[config.mk]
export PLATFORM = sky130hd
export DESIGN_NAME = seq_unsigned_divider_flat
export DESIGN_NICKNAME = d
export VERILOG_FILES = /design/src/rtl/seq_unsigned_divider_if.sv /design/src/rtl/seq_unsigned_divider.sv /design/src/flat_wrapper.sv
export SDC_FILE = /design/constraint.sdc
export NUM_CORES = 1
export LEC_CHECK = 0
export CAP_MARGIN = 20
export CORE_MARGIN = 2
export CORE_UTILIZATION = 45
export DETAILED_ROUTE_END_ITERATION = 6
export GPL_ROUTABILITY_DRIVEN = 0
export GPL_TIMING_DRIVEN = 0
export PLACE_DENSITY = 0.83
export SLEW_MARGIN = 20
export SYNTH_ARGS = -nofsm -noshare
export SYNTH_HDL_FRONTEND = slang
export SYNTH_SLANG_ARGS = --single-unit
export TNS_END_PERCENT = 5
[constraint.sdc]
create_clock -name clk -period 3.5 [get_ports clk]
set_input_delay 0.7 -clock clk [delete_from_list [all_inputs] [get_ports clk]]
set_output_delay 0.7 -clock clk [all_outputs]
set_load 0.02 [all_outputs]
[src/rtl/seq_unsigned_divider_if.sv]
// Handshake/bus bundle for seq_unsigned_divider: operand request and result response.
interface seq_unsigned_divider_if #(
    parameter int unsigned DW = 16,
    parameter int unsigned VW = 8
);
    logic          in_valid;
    logic          in_ready;
    logic [DW-1:0] dividend;
    logic [VW-1:0] divisor;
    logic          out_valid;
    logic          out_ready;
    logic [DW-1:0] quotient;
    logic [VW-1:0] remainder;
    logic          div_by_zero;
    logic          busy;

    // Producer/consumer side of the divider.
    modport master (
        output in_valid, dividend, divisor, out_ready,
        input  in_ready, out_valid, quotient, remainder, div_by_zero, busy
    );

    // Divider side.
    modport slave (
        input  in_valid, dividend, divisor, out_ready,
        output in_ready, out_valid, quotient, remainder, div_by_zero, busy
    );
endinterface

[src/rtl/seq_unsigned_divider.sv]
// Sequential restoring unsigned divider, one quotient bit per clock.
// Optional feature macro: DIV_EARLY_EXIT_EN -- when defined, a dividend smaller
// than a nonzero divisor skips the iteration phase (same result, lower latency).
module seq_unsigned_divider #(
    parameter int unsigned DW = 16,
    parameter int unsigned VW = 8
) (
    input  logic                   clk,
    input  logic                   rst,
    seq_unsigned_divider_if.slave  bus
);
    localparam int unsigned CW = $clog2(DW + 1);

    typedef enum logic [1:0] {IDLE = 2'd0, RUN = 2'd1, DONE = 2'd2} state_t;

    state_t        state;
    state_t        state_nxt;

    logic [DW-1:0] q;
    logic [VW-1:0] d;
    logic [VW:0]   r;
    logic [CW-1:0] cnt;
    logic          dbz;

    logic          in_ready_q;
    logic          out_valid_q;
    logic          busy_q;
    logic          in_ready_nxt;
    logic          out_valid_nxt;
    logic          busy_nxt;

    logic          accept_c;
    logic          drain_c;
    logic          zero_c;
    logic          early_c;
    logic          last_c;
    logic          ge_c;
    logic [VW:0]   t_c;
    logic [VW:0]   diff_c;

    assign accept_c = bus.in_valid & in_ready_q;
    assign drain_c  = out_valid_q & bus.out_ready;
    assign zero_c   = (bus.divisor == '0);
    assign last_c   = (cnt == CW'(1));

`ifdef DIV_EARLY_EXIT_EN
    assign early_c  = (bus.dividend < DW'(bus.divisor));
`else
    assign early_c  = 1'b0;
`endif

    // Partial remainder shifted left with the next dividend bit; VW+1 wide so it cannot overflow.
    assign t_c    = {r[VW-1:0], q[DW-1]};
    assign ge_c   = (t_c >= {1'b0, d});
    assign diff_c = t_c - {1'b0, d};

    // State and registered handshake/status outputs.
    always_ff @(posedge clk) begin
        if (rst) begin
            state       <= IDLE;
            in_ready_q  <= 1'b1;
            out_valid_q <= 1'b0;
            busy_q      <= 1'b0;
        end else begin
            state       <= state_nxt;
            in_ready_q  <= in_ready_nxt;
            out_valid_q <= out_valid_nxt;
            busy_q      <= busy_nxt;
        end
    end

    // Next-state decision.
    always_comb begin
        state_nxt = state;
        case (state)
            IDLE: begin
                if (accept_c) begin
                    if (zero_c || early_c) state_nxt = DONE;
                    else                   state_nxt = RUN;
                end
            end
            RUN:     if (last_c)  state_nxt = DONE;
            DONE:    if (drain_c) state_nxt = IDLE;
            default: state_nxt = IDLE;
        endcase
    end

    // Output decode of the upcoming state, registered alongside it.
    always_comb begin
        in_ready_nxt  = 1'b0;
        out_valid_nxt = 1'b0;
        busy_nxt      = 1'b1;
        case (state_nxt)
            IDLE: begin
                in_ready_nxt = 1'b1;
                busy_nxt     = 1'b0;
            end
            DONE:    out_valid_nxt = 1'b1;
            default: ;
        endcase
    end

    // Operand latch, restoring iteration and result hold.
    always_ff @(posedge clk) begin
        if (rst) begin
            q   <= '0;
            d   <= '0;
            r   <= '0;
            cnt <= '0;
            dbz <= 1'b0;
        end else begin
            case (state)
                IDLE: begin
                    if (accept_c) begin
                        d   <= bus.divisor;
                        cnt <= CW'(DW);
                        if (zero_c) begin
                            q   <= '1;
                            r   <= '0;
                            dbz <= 1'b1;
                        end else if (early_c) begin
                            q   <= '0;
                            r   <= (VW + 1)'(bus.dividend[VW-1:0]);
                        end else begin
                            q   <= bus.dividend;
                            r   <= '0;
                        end
                    end
                end
                RUN: begin
                    q   <= {q[DW-2:0], ge_c};
                    r   <= ge_c ? diff_c : t_c;
                    cnt <= cnt - CW'(1);
                end
                DONE: begin
                    if (drain_c) dbz <= 1'b0;
                end
                default: ;
            endcase
        end
    end

    assign bus.in_ready    = in_ready_q;
    assign bus.out_valid   = out_valid_q;
    assign bus.busy        = busy_q;
    assign bus.quotient    = q;
    assign bus.remainder   = r[VW-1:0];
    assign bus.div_by_zero = dbz;

endmodule

[src/flat_wrapper.sv]
// flat-port wrapper written by rule: the top's interface ports become plain ports
module seq_unsigned_divider_flat 
#(
    parameter int unsigned DW = 16,
    parameter int unsigned VW = 8
)
  (clk, rst, bus_in_valid, bus_dividend, bus_divisor, bus_out_ready, bus_in_ready, bus_out_valid, bus_quotient, bus_remainder, bus_div_by_zero, bus_busy);
  seq_unsigned_divider_if #(.DW(DW), .VW(VW)) bus_i ();
  input  logic clk;
  input  logic rst;
  input wire logic [$bits(bus_i.in_valid)-1:0] bus_in_valid;
  input wire logic [$bits(bus_i.dividend)-1:0] bus_dividend;
  input wire logic [$bits(bus_i.divisor)-1:0] bus_divisor;
  input wire logic [$bits(bus_i.out_ready)-1:0] bus_out_ready;
  output wire logic [$bits(bus_i.in_ready)-1:0] bus_in_ready;
  output wire logic [$bits(bus_i.out_valid)-1:0] bus_out_valid;
  output wire logic [$bits(bus_i.quotient)-1:0] bus_quotient;
  output wire logic [$bits(bus_i.remainder)-1:0] bus_remainder;
  output wire logic [$bits(bus_i.div_by_zero)-1:0] bus_div_by_zero;
  output wire logic [$bits(bus_i.busy)-1:0] bus_busy;
  assign bus_i.in_valid = bus_in_valid;
  assign bus_i.dividend = bus_dividend;
  assign bus_i.divisor = bus_divisor;
  assign bus_i.out_ready = bus_out_ready;
  assign bus_in_ready = bus_i.in_ready;
  assign bus_out_valid = bus_i.out_valid;
  assign bus_quotient = bus_i.quotient;
  assign bus_remainder = bus_i.remainder;
  assign bus_div_by_zero = bus_i.div_by_zero;
  assign bus_busy = bus_i.busy;
  seq_unsigned_divider #(.DW(DW), .VW(VW)) u_core (.clk(clk), .rst(rst), .bus(bus_i));
endmodule
==> flow_summary.toml <==
[clock_network]
path_clk_slew_ns = 0.08
clock_latency_ns = 0.30
cts_root_buf = "clkbuf_8"
cts_buffer_depth = 2
ctsHtreeMaxLevel = 2
numCtsBuffers = 5
ctsResizeCount = 0
cts_tree = "yes"
cts_hold_buf = 0
clock-sinks = 43
post_cts_buffers = 0

[place]
place_area_um2 = 2730
place_inst = 351
portBuffers = 54
dpl_worst_slack_ns = 1.02
dp_hpwl_um = 3900

[grt]
grt_pass1_wl_um = 8700
antenna_found_initial = 0
track_usage = 0.208
grt_max_degree = 15
gr-total-overflow = 0
grt_pass1_vias = 1915

[worst_setup_path]
crit_arrival_ns = 2.36
cp.required_ns = 3.69
crit_path_start_kind = "primary input"
crit_chain = "clkdlybuf4s50_1 -> or4_4 -> nor2_4 -> nand2_4 -> a221oi_4 -> nor2_2"
slowest_stage = "or4_4"
worst-path-max-fanout = 8
criticalPathCategory = "primary input to flop"
critPathMaxStageDelay_ns = 0.56
endpoint_kind = "flop"

[routing]
first_pass_iters = 5
drt_wl_total_um = 5190
viasPerCell = 5.72
drt_iter0_markers = 181
antenna_left = 0
drc = 0
wl_per_cell_um = 14.5
routed-via-count = 2055

[die]
rows = 24
start_util = 0.478
die_h_um = 72.7
ios = 56
core_area_um2 = 4440
die_area_um2 = 5280
fp.dieW_um = 72.7

[sta]
worst-slew-pin-transition_ns = 0.550
timing.fmax_ghz = 0.461
maxSlewViolCount = 0
finalCritPeriodShare = 0.620
hold_viol_final = 0
finalSetupViolations = 0
fin_skew_ns = 0.00820
maxSlewHeadroom = 0.632
fin_setup_tns_ns = 0
layout_setup_ws_ns = 1.33
period_minus_slack_ns = 2.17
rsz0062_at_grt = "false"

[synthesis]
synth_top_area_share = 0.405
synthAdderAreaFrac = 0.0684
synth_top_family_by_area = "compound AO/OA/AOI/OAI gates"
ys.flop_type = "dfxtp_1"
netlist_top_cells_area = "dfxtp_1, a21oi_1, a222oi_1, ha_1, nand2_1"
netlist_area_um2 = 2120
synth_warnings = 0
ys_types = 47
synth_seq_cells = 43
synth-edff-count = 0
yosysSeqAreaShare = 0.405
synthSimpleGateAreaFrac = 0.179
avgSynthCellArea_um2 = 8.67
async_reset_ff_frac = 0
synth_compound_area_frac = 0.270
muxShareOfSynthArea = 0.00943
yosys.area.top_type = "dfxtp_1"
syn_nets = 284
syn_inst = 245
synth_xor_area_frac = 0.00825

[power]
p_per_area_nw_per_um2 = 563
p_leak_nw = 1.05
design_power_total_mw = 1.60
ir_worst_vdd_mv = 0.332

[layout]
fin_cells = 359
nNetsFinal = 345
diodes = 0
layout-drive-gt1-share = 0.0847
fin_area_um2 = 2840
area_growth_pct = 33.8

[run_status]
outcome = "completed"

[job]
maxCapViolations = 0

[min_path]
hp-class = "flop to flop"
-- Yosys cell counts (2+ instances only) --
cell,instances
o21ai_0,6
clkbuf_1,7
a222oi_1,15
nor3_1,6
o21ai_1,6
a31oi_1,3
or3_1,2
a32oi_1,2
and2_1,2
dfxtp_1,43
nor2_1,12
a211oi_1,3
or4_4,2
inv_1,13
buf_2,8
ha_1,10
o21a_1,2
nand2_1,30
a21oi_1,34
mux2i_1,2
nand2b_1,3
nand3_1,3
nor2b_1,7
-- kinds of logic (layout without fill, tap and decap cells) --
| logic type | count (synthesis) | count (layout) |
|---|---|---|
| AO/OA/AOI/OAI | 83 | 83 |
| AND/OR/NAND/NOR | 74 | 74 |
| flip-flops | 43 | 43 |
| buffers and inverters | 30 | 92 |
| adder cells (fa/ha/maj) | 11 | 11 |
| XOR/XNOR | 2 | 2 |
| multiplexers | 2 | 2 |
-- critical path: cells and delay by family --
| family | cells | cell delay [ns] |
|---|---|---|
| buffers and inverters | 1 | 0.43 |
| and+or+nand+nor | 4 | 0.94 |
| AOI/OAI and AO/OA | 1 | 0.28 |
-- path summary, 6_finish.rpt --
check / start / to / slack, ns / cells past startpoint
max reg2reg: u_core.d[4] / u_core.r[7] / 1.40 / 9
min: u_core.d[3] / u_core.d[3] / 0.46 / 2
min reg2reg: u_core.d[3] / u_core.d[3] / 0.46 / 2
max: bus_divisor[4] / u_core.bus.in_ready / 1.33 / 6
-- layout by cell type (no fill, tap or decap), types with 2 or more instances in the layout --
master	netlist	final
a211oi_1	3	3
a21oi_1	34	34
a222oi_1	15	15
a31oi_1	3	3
a32oi_1	2	2
and2_1	2	2
buf_2	8	8
clkbuf_1	7	7
clkbuf_8	0	5
clkdlybuf4s50_1	0	54
dfxtp_1	43	43
ha_1	10	10
inv_1	13	13
mux2i_1	2	2
nand2_1	30	30
nand2b_1	3	3
nand3_1	3	3
nor2_1	12	12
nor2b_1	7	7
nor3_1	6	6
o21a_1	2	2
o21ai_0	6	6
o21ai_1	6	6
or3_1	2	2
or4_4	2	2
-- per-stage QoR --
stage	hold WS, ns	utilization
after floorplan	0.436	-
after global placement	0.443	0.614
after detailed placement	0.456	0.614
after global routing	0.486	0.639
final	0.464	0.639
after CTS	0.467	0.639
-- final cells by class --
class | instances | area [um2]
timing repair buffer | 54 | 541
multi-input combinational | 172 | 1140
inverter | 14 | 52.6
tap | 52 | 65.1
buffer | 16 | 73.8
clock buffer | 5 | 68.8
sequential | 43 | 861
fill | 379 | 1600
clock inverter | 3 | 43.8
-- power breakdown --
group | total [mW] | internal, mW | switching (mW)
Clock | 0.389 | 0.212 | 0.176
Sequential | 0.596 | 0.548 | 0.0476
Combinational | 0.616 | 0.271 | 0.345
-- sequential cells by signal (all words and copies together), names as in the netlist --
name                    count
u_core.bus.in_ready         1
u_core.bus.busy             1
u_core.cnt                  5
u_core.bus.div_by_zero      1
u_core.bus.out_valid        1
u_core.r                    8
u_core.bus.quotient        16
u_core.d                    8
u_core.state                2
-- per-layer routing --
layer / vias up / part of all wire / GRT usage
li1: 1024 / - / -
met1: 937 / 0.41 / 0.252
met2: 88 / 0.50 / 0.361
met3: 6 / 0.079 / 0.0552
met4: 0 / 0.012 / 0.0597
met5: - / 0 / 0
No activity file was read; power rests on OpenSTA's default activity.
==> RTL edit 1, RTL diff (same settings) <==
Make the reset (`rst`) asynchronous in 2 clocked blocks.
--- a/src/rtl/seq_unsigned_divider.sv
+++ b/src/rtl/seq_unsigned_divider.sv
@@ -56,5 +56,5 @@
 
     // State and registered handshake/status outputs.
-    always_ff @(posedge clk) begin
+    always_ff @(posedge clk or posedge rst) begin
         if (rst) begin
             state       <= IDLE;
@@ -102,5 +102,5 @@
 
     // Operand latch, restoring iteration and result hold.
-    always_ff @(posedge clk) begin
+    always_ff @(posedge clk or posedge rst) begin
         if (rst) begin
             q   <= '0;
Formal check against the unedited RTL: differs if rst is asserted again (counterexample within 4 cycles, from zero or initial values and one cycle with rst high); with rst held inactive, the same outputs for 10 cycles.
==> RTL edit 1 against the original RTL <==
Die area up 8.4%. Sequential cell count unchanged. Routed wire length up 11%. Synthesized cell count up 1.6%. Final area up 7.9%. Setup slack better by 0.0015 ns. Core utilization down 3.1 points. Count of clock-buffer cells in the layout up 2. Synthesized area up 8.9%.
Power is not compared: it rests on default switching activity, and its combinational part moved more than twofold at a synthesized area within 25%.
==> RTL edit 1: results (changes against the original RTL) <==
{
  "outcome": {
    "run_status": {"value": "finished, final reports clean", "change": "unchanged"}
  },
  "critical_path": {
    "worstRegToRegCells": {"value": 7, "change": "was 9"},
    "critPathTopFamily": {"value": "buffers and inverters", "change": "was simple AND/OR/NAND/NOR gates"},
    "regToRegStartpoint": {"value": "u_core.r[5]", "change": "was u_core.d[4]"},
    "timing.rr.end": {"value": "u_core.r[4]", "change": "was u_core.r[7]"},
    "cp_data_arrival_time": {"value": 1.47, "unit": "ns", "change": "was 2.36 ns"},
    "rrSetupSlack": {"value": 1.43, "unit": "ns", "change": "was 1.40 ns"},
    "setup.worst_path.end": {"value": "bus_in_ready", "change": "was u_core.bus.in_ready"}
  },
  "synth": {
    "synth_xor_area_frac": {"value": 0.0152, "change": "was 0.00825"},
    "synth_unique_cells": {"value": 42, "change": "was 47"},
    "post_synth_mux_area_share": {"value": 0.0271, "change": "was 0.00943"},
    "synth_compound_gate_area_share": {"value": 0.189, "change": "was 0.270"},
    "fraction_of_the_yosys_area_taken_by_sequential_cells": {"value": 0.466, "change": "was 0.405"},
    "syn-num-nets": {"value": 288, "change": "was 284"},
    "synth_adder_area_share": {"value": 0.0628, "change": "was 0.0684"},
    "synth.top_cells.by_area": {"value": "sky130_fd_sc_hd__dfrtp_1 (45%), sky130_fd_sc_hd__ha_1 (5.4%), sky130_fd_sc_hd__nand2_1 (5.2%), sky130_fd_sc_hd__o21ai_0 (4.5%), sky130_fd_sc_hd__nand3_1 (3.9%)", "change": "was sky130_fd_sc_hd__dfxtp_1 (41%), sky130_fd_sc_hd__a21oi_1 (8.0%), sky130_fd_sc_hd__a222oi_1 (7.1%), sky130_fd_sc_hd__ha_1 (5.9%), sky130_fd_sc_hd__nand2_1 (5.3%)"},
    "most_common_library_cells_after_synthesis": {"value": "sky130_fd_sc_hd__dfrtp_1 (42), sky130_fd_sc_hd__nand2_1 (32), sky130_fd_sc_hd__inv_1 (21), sky130_fd_sc_hd__o21ai_0 (21), sky130_fd_sc_hd__nand3_1 (18)", "change": "was sky130_fd_sc_hd__dfxtp_1 (43), sky130_fd_sc_hd__a21oi_1 (34), sky130_fd_sc_hd__nand2_1 (30), sky130_fd_sc_hd__a222oi_1 (15), sky130_fd_sc_hd__inv_1 (13)"}
  },
  "global_routing": {
    "grt_first_pass_wirelength": {"value": 9370, "unit": "um", "change": "was 8700 um"},
    "largest_net_degree_at_the_start_of_global_routing": {"value": 31, "change": "was 15"},
    "grt_usage": {"value": 0.218, "change": "was 0.208"}
  },
  "detailed_routing": {
    "detail_route.iter0.violations": {"value": 85, "change": "was 181"},
    "finalWirelength": {"value": 5740, "unit": "um", "change": "was 5190 um"},
    "drt_pass1_iterations": {"value": 4, "change": "was 5"}
  },
  "sta": {
    "fin_skew": {"value": 0.0118, "unit": "ns", "change": "was 0.00820 ns"}
  },
  "placement": {
    "io_buffer_count": {"value": 55, "change": "was 54"}
  }
}
-- RTL edit 1: changes by cell type in the layout (fill, tap and decap cells not counted), moves of 7 or more --
cell                       unedited run  this run
sky130_fd_sc_hd__dfxtp_1             43         0
sky130_fd_sc_hd__dfrtp_1              0        42
sky130_fd_sc_hd__a21oi_1             34        14
sky130_fd_sc_hd__a222oi_1            15         0
sky130_fd_sc_hd__nand3_1              3        18
sky130_fd_sc_hd__o21ai_0              6        21
sky130_fd_sc_hd__a22oi_1              1        10
sky130_fd_sc_hd__inv_1               13        20
-- RTL edit 1: area by class of cell --
class / instances / share of cell area
Sequential cell: 43 / 0.351
Inverter: 21 / 0.0257
Tap cell: 70 / 0.0286
Clock inverter: 1 / 0.00286
Timing Repair Buffer: 56 / 0.186
Multi-Input combinational cell: 173 / 0.354
Clock buffer: 7 / 0.0282
Buffer: 12 / 0.0233
-- RTL edit 1: worst min-delay path by stage --
stage / start / to / slack (ns) / cells past startpoint
after floorplan: u_core.cnt[4] / u_core.cnt[4] / 0.45 / 1
after global placement: u_core.cnt[4] / u_core.cnt[4] / 0.47 / 1
after detailed placement: u_core.cnt[4] / u_core.cnt[4] / 0.47 / 1
after CTS: u_core.cnt[4] / u_core.cnt[4] / 0.49 / 1
after global routing: u_core.cnt[4] / u_core.cnt[4] / 0.51 / 1
final: u_core.cnt[4] / u_core.cnt[4] / 0.49 / 1
-- RTL edit 1: logic make-up (layout without fill, tap and decap cells) --
logic type,count (synthesis),after routing
buffers and inverters,33,97
and+or+nand+nor,84,84
AOI/OAI and AO/OA,68,68
xor gates and xnor gates,4,4
DFF,43,43
muxes,6,6
adders and majority gates,11,11
-- RTL edit 1: report_power, final --
part           switching (mW)  internal [mW]
logic                    1.10          0.925
clock network           0.177          0.162
registers               0.191          0.745
-- RTL edit 1: stage by stage --
step	instance area, sq um	total power, mW	std cells	hold slack, ns	setup WS [ns]
6_report	3070	3.30	383	0.489	1.33
5_1_grt	3070	3.57	383	0.512	1.22
4_1_cts	3070	3.31	383	0.487	1.32
3_5_place_dp	2970	2.96	375	0.471	1.10
3_3_place_gp	2950	2.89	374	0.474	0.899
2_1_floorplan	2310	2.32	249	0.446	1.57
-- RTL edit 1: per-layer routing --
| layer | vias up | share of wire | global-route usage |
|---|---|---|---|
| met3 | 11 | 0.065 | 0.0595 |
| met5 | - | 0 | 0 |
| met2 | 65 | 0.51 | 0.368 |
| met1 | 1004 | 0.41 | 0.269 |
| li1 | 1002 | - | - |
| met4 | 0 | 0.017 | 0.0780 |
==> RTL edit 2, RTL diff (same flow settings) <==
Without the edit above. `DW` is set to 16 in 3 places; all go to 32.
--- a/src/rtl/seq_unsigned_divider_if.sv
+++ b/src/rtl/seq_unsigned_divider_if.sv
@@ -1,5 +1,5 @@
 // Handshake/bus bundle for seq_unsigned_divider: operand request and result response.
 interface seq_unsigned_divider_if #(
-    parameter int unsigned DW = 16,
+    parameter int unsigned DW = 32,
     parameter int unsigned VW = 8
 );
--- a/src/rtl/seq_unsigned_divider.sv
+++ b/src/rtl/seq_unsigned_divider.sv
@@ -3,5 +3,5 @@
 // than a nonzero divisor skips the iteration phase (same result, lower latency).
 module seq_unsigned_divider #(
-    parameter int unsigned DW = 16,
+    parameter int unsigned DW = 32,
     parameter int unsigned VW = 8
 ) (
--- a/src/flat_wrapper.sv
+++ b/src/flat_wrapper.sv
@@ -2,5 +2,5 @@
 module seq_unsigned_divider_flat 
 #(
-    parameter int unsigned DW = 16,
+    parameter int unsigned DW = 32,
     parameter int unsigned VW = 8
 )
Interface: changed (resized bus_dividend and bus_quotient); port bits go from 56 to 88. The function was not compared with the original's and may differ.
==> RTL edit 2 against the original RTL <==
Sequential share of layout area increased by 0.33 points. Largest power group unchanged. Die area is 27% higher. Synthesized area grew 29%. Clock power rose by 86%. Setup slack worse by 0.23 ns. Sequential power rose by 54%. Sequential cell count grew 17. Worst hold slack got worse by 0.0027 ns. Final cell count increased by 40%. Power increased by 74%. Register-to-register slack worse by 0.22 ns. Count of clock-buffer cells in the layout up 6. Routed wire length up 52%. Final area rose by 38%.
==> RTL edit 2: results (changes against the original RTL) <==
{
  "outcome": {
    "run_status": {"value": "finished, final reports clean", "change": "unchanged"}
  },
  "synth": {
    "fraction_of_the_yosys_area_taken_by_sequential_cells": {"value": 0.440, "change": "was 0.405"},
    "syn-num-nets": {"value": 382, "change": "was 284"},
    "most_common_library_cells_after_synthesis": {"value": "sky130_fd_sc_hd__dfxtp_1 (60), sky130_fd_sc_hd__nor2_1 (46), sky130_fd_sc_hd__a21oi_1 (40), sky130_fd_sc_hd__nand2_1 (32), sky130_fd_sc_hd__a222oi_1 (21)", "change": "was sky130_fd_sc_hd__dfxtp_1 (43), sky130_fd_sc_hd__a21oi_1 (34), sky130_fd_sc_hd__nand2_1 (30), sky130_fd_sc_hd__a222oi_1 (15), sky130_fd_sc_hd__inv_1 (13)"},
    "synth_unique_cells": {"value": 40, "change": "was 47"}
  },
  "sta": {
    "final.hold.worst_slack": {"value": 0.461, "unit": "ns", "change": "was 0.464 ns"},
    "max-slew-margin-rel": {"value": 0.539, "change": "was 0.632"}
  },
  "global_routing": {
    "grt_first_pass_wirelength": {"value": 12600, "unit": "um", "change": "was 8700 um"},
    "largest_net_degree_at_the_start_of_global_routing": {"value": 12, "change": "was 15"},
    "first_global_vias": {"value": 2830, "change": "was 1915"},
    "grt_usage": {"value": 0.247, "change": "was 0.208"}
  },
  "detailed_routing": {
    "detail_route.iter0.violations": {"value": 260, "change": "was 181"},
    "vias": {"value": 2873, "change": "was 2055"},
    "drt_pass1_iterations": {"value": 7, "change": "was 5"}
  },
  "placement": {
    "placed_cells": {"value": 488, "change": "was 351"},
    "io_buffer_count": {"value": 86, "change": "was 54"},
    "place_hpwl": {"value": 5700, "unit": "um", "change": "was 3900 um"},
    "detailed_place.area": {"value": 3690, "unit": "sq um", "change": "was 2730 sq um"}
  },
  "clock_network": {
    "cts-htree-levels": {"value": 3, "change": "was 2"},
    "clk_latency": {"value": 0.34, "unit": "ns", "change": "was 0.30 ns"}
  },
  "pwr": {
    "power.net_switching": {"value": 1.05, "unit": "mW", "change": "was 0.569 mW"},
    "power.share.switching": {"value": 0.376, "change": "was 0.356"}
  },
  "critical_path": {
    "rrSetupSlack": {"value": 1.18, "unit": "ns", "change": "was 1.40 ns"},
    "crit_fanout": {"value": 10, "change": "was 8"},
    "startpoint": {"value": "bus_divisor[1]", "change": "was bus_divisor[4]"},
    "regToRegStartpoint": {"value": "u_core.bus.quotient[31]", "change": "was u_core.d[4]"}
  },
  "final_layout": {
    "n_fill_cell": {"value": 491, "change": "was 379"},
    "number_of_flip_flops_under_the_largest_register_name": {"value": 32, "change": "was 16"},
    "fin_util": {"value": 0.666, "change": "was 0.639"}
  }
}
==> RTL edit 2: cell count changes in the layout (fill, tap and decap cells not counted), sizes merged, moves of 7 or more <==
| cell | change |
|---|---|
| a21oi | +7 |
| clkbuf | +19 |
| clkdlybuf4s50 | +32 |
| dfxtp | +17 |
| nor2 | +32 |
| nor4 | +9 |
==> RTL edit 2: how the worst max path moves through the flow <==
stage / to / slack, ns
after floorplan: u_core.r[6] / 1.48
after global placement: u_core.bus.quotient[18] / 0.86
after detailed placement: u_core.bus.quotient[20] / 0.82
after CTS: u_core.bus.quotient[20] / 1.14
after global routing: u_core.r[6] / 0.97
final: u_core.bus.quotient[20] / 1.10
==> RTL edit 2: area by class of cell <==
cell class / instances / share of cell area
buffer: 23 / 0.0246
clock buffer: 11 / 0.0386
clock inverter: 5 / 0.0214
inverter: 13 / 0.0124
multi-input combinational: 231 / 0.353
sequential: 60 / 0.306
tap: 75 / 0.0239
timing repair buffer: 86 / 0.219
==> RTL edit 2: logic make-up (layout without fill, tap and decap cells) <==
logic type / count (synthesis) / in the layout / synth area share
compound gates: 92 / 92 / 0.228
xor+xnor: 2 / 2 / 0.00641
fa+ha+maj: 11 / 11 / 0.0531
buf+inv: 36 / 138 / 0.0531
flops: 60 / 60 / 0.440
mux: 3 / 3 / 0.0110
simple gates: 123 / 123 / 0.209
==> RTL edit 2: routing by layer <==
layer / vias up / part of all wire / track usage
met5: - / 0 / 0
met4: 0 / 0.025 / 0.108
met3: 21 / 0.077 / 0.0824
met2: 123 / 0.47 / 0.411
met1: 1330 / 0.42 / 0.287
li1: 1399 / - / -
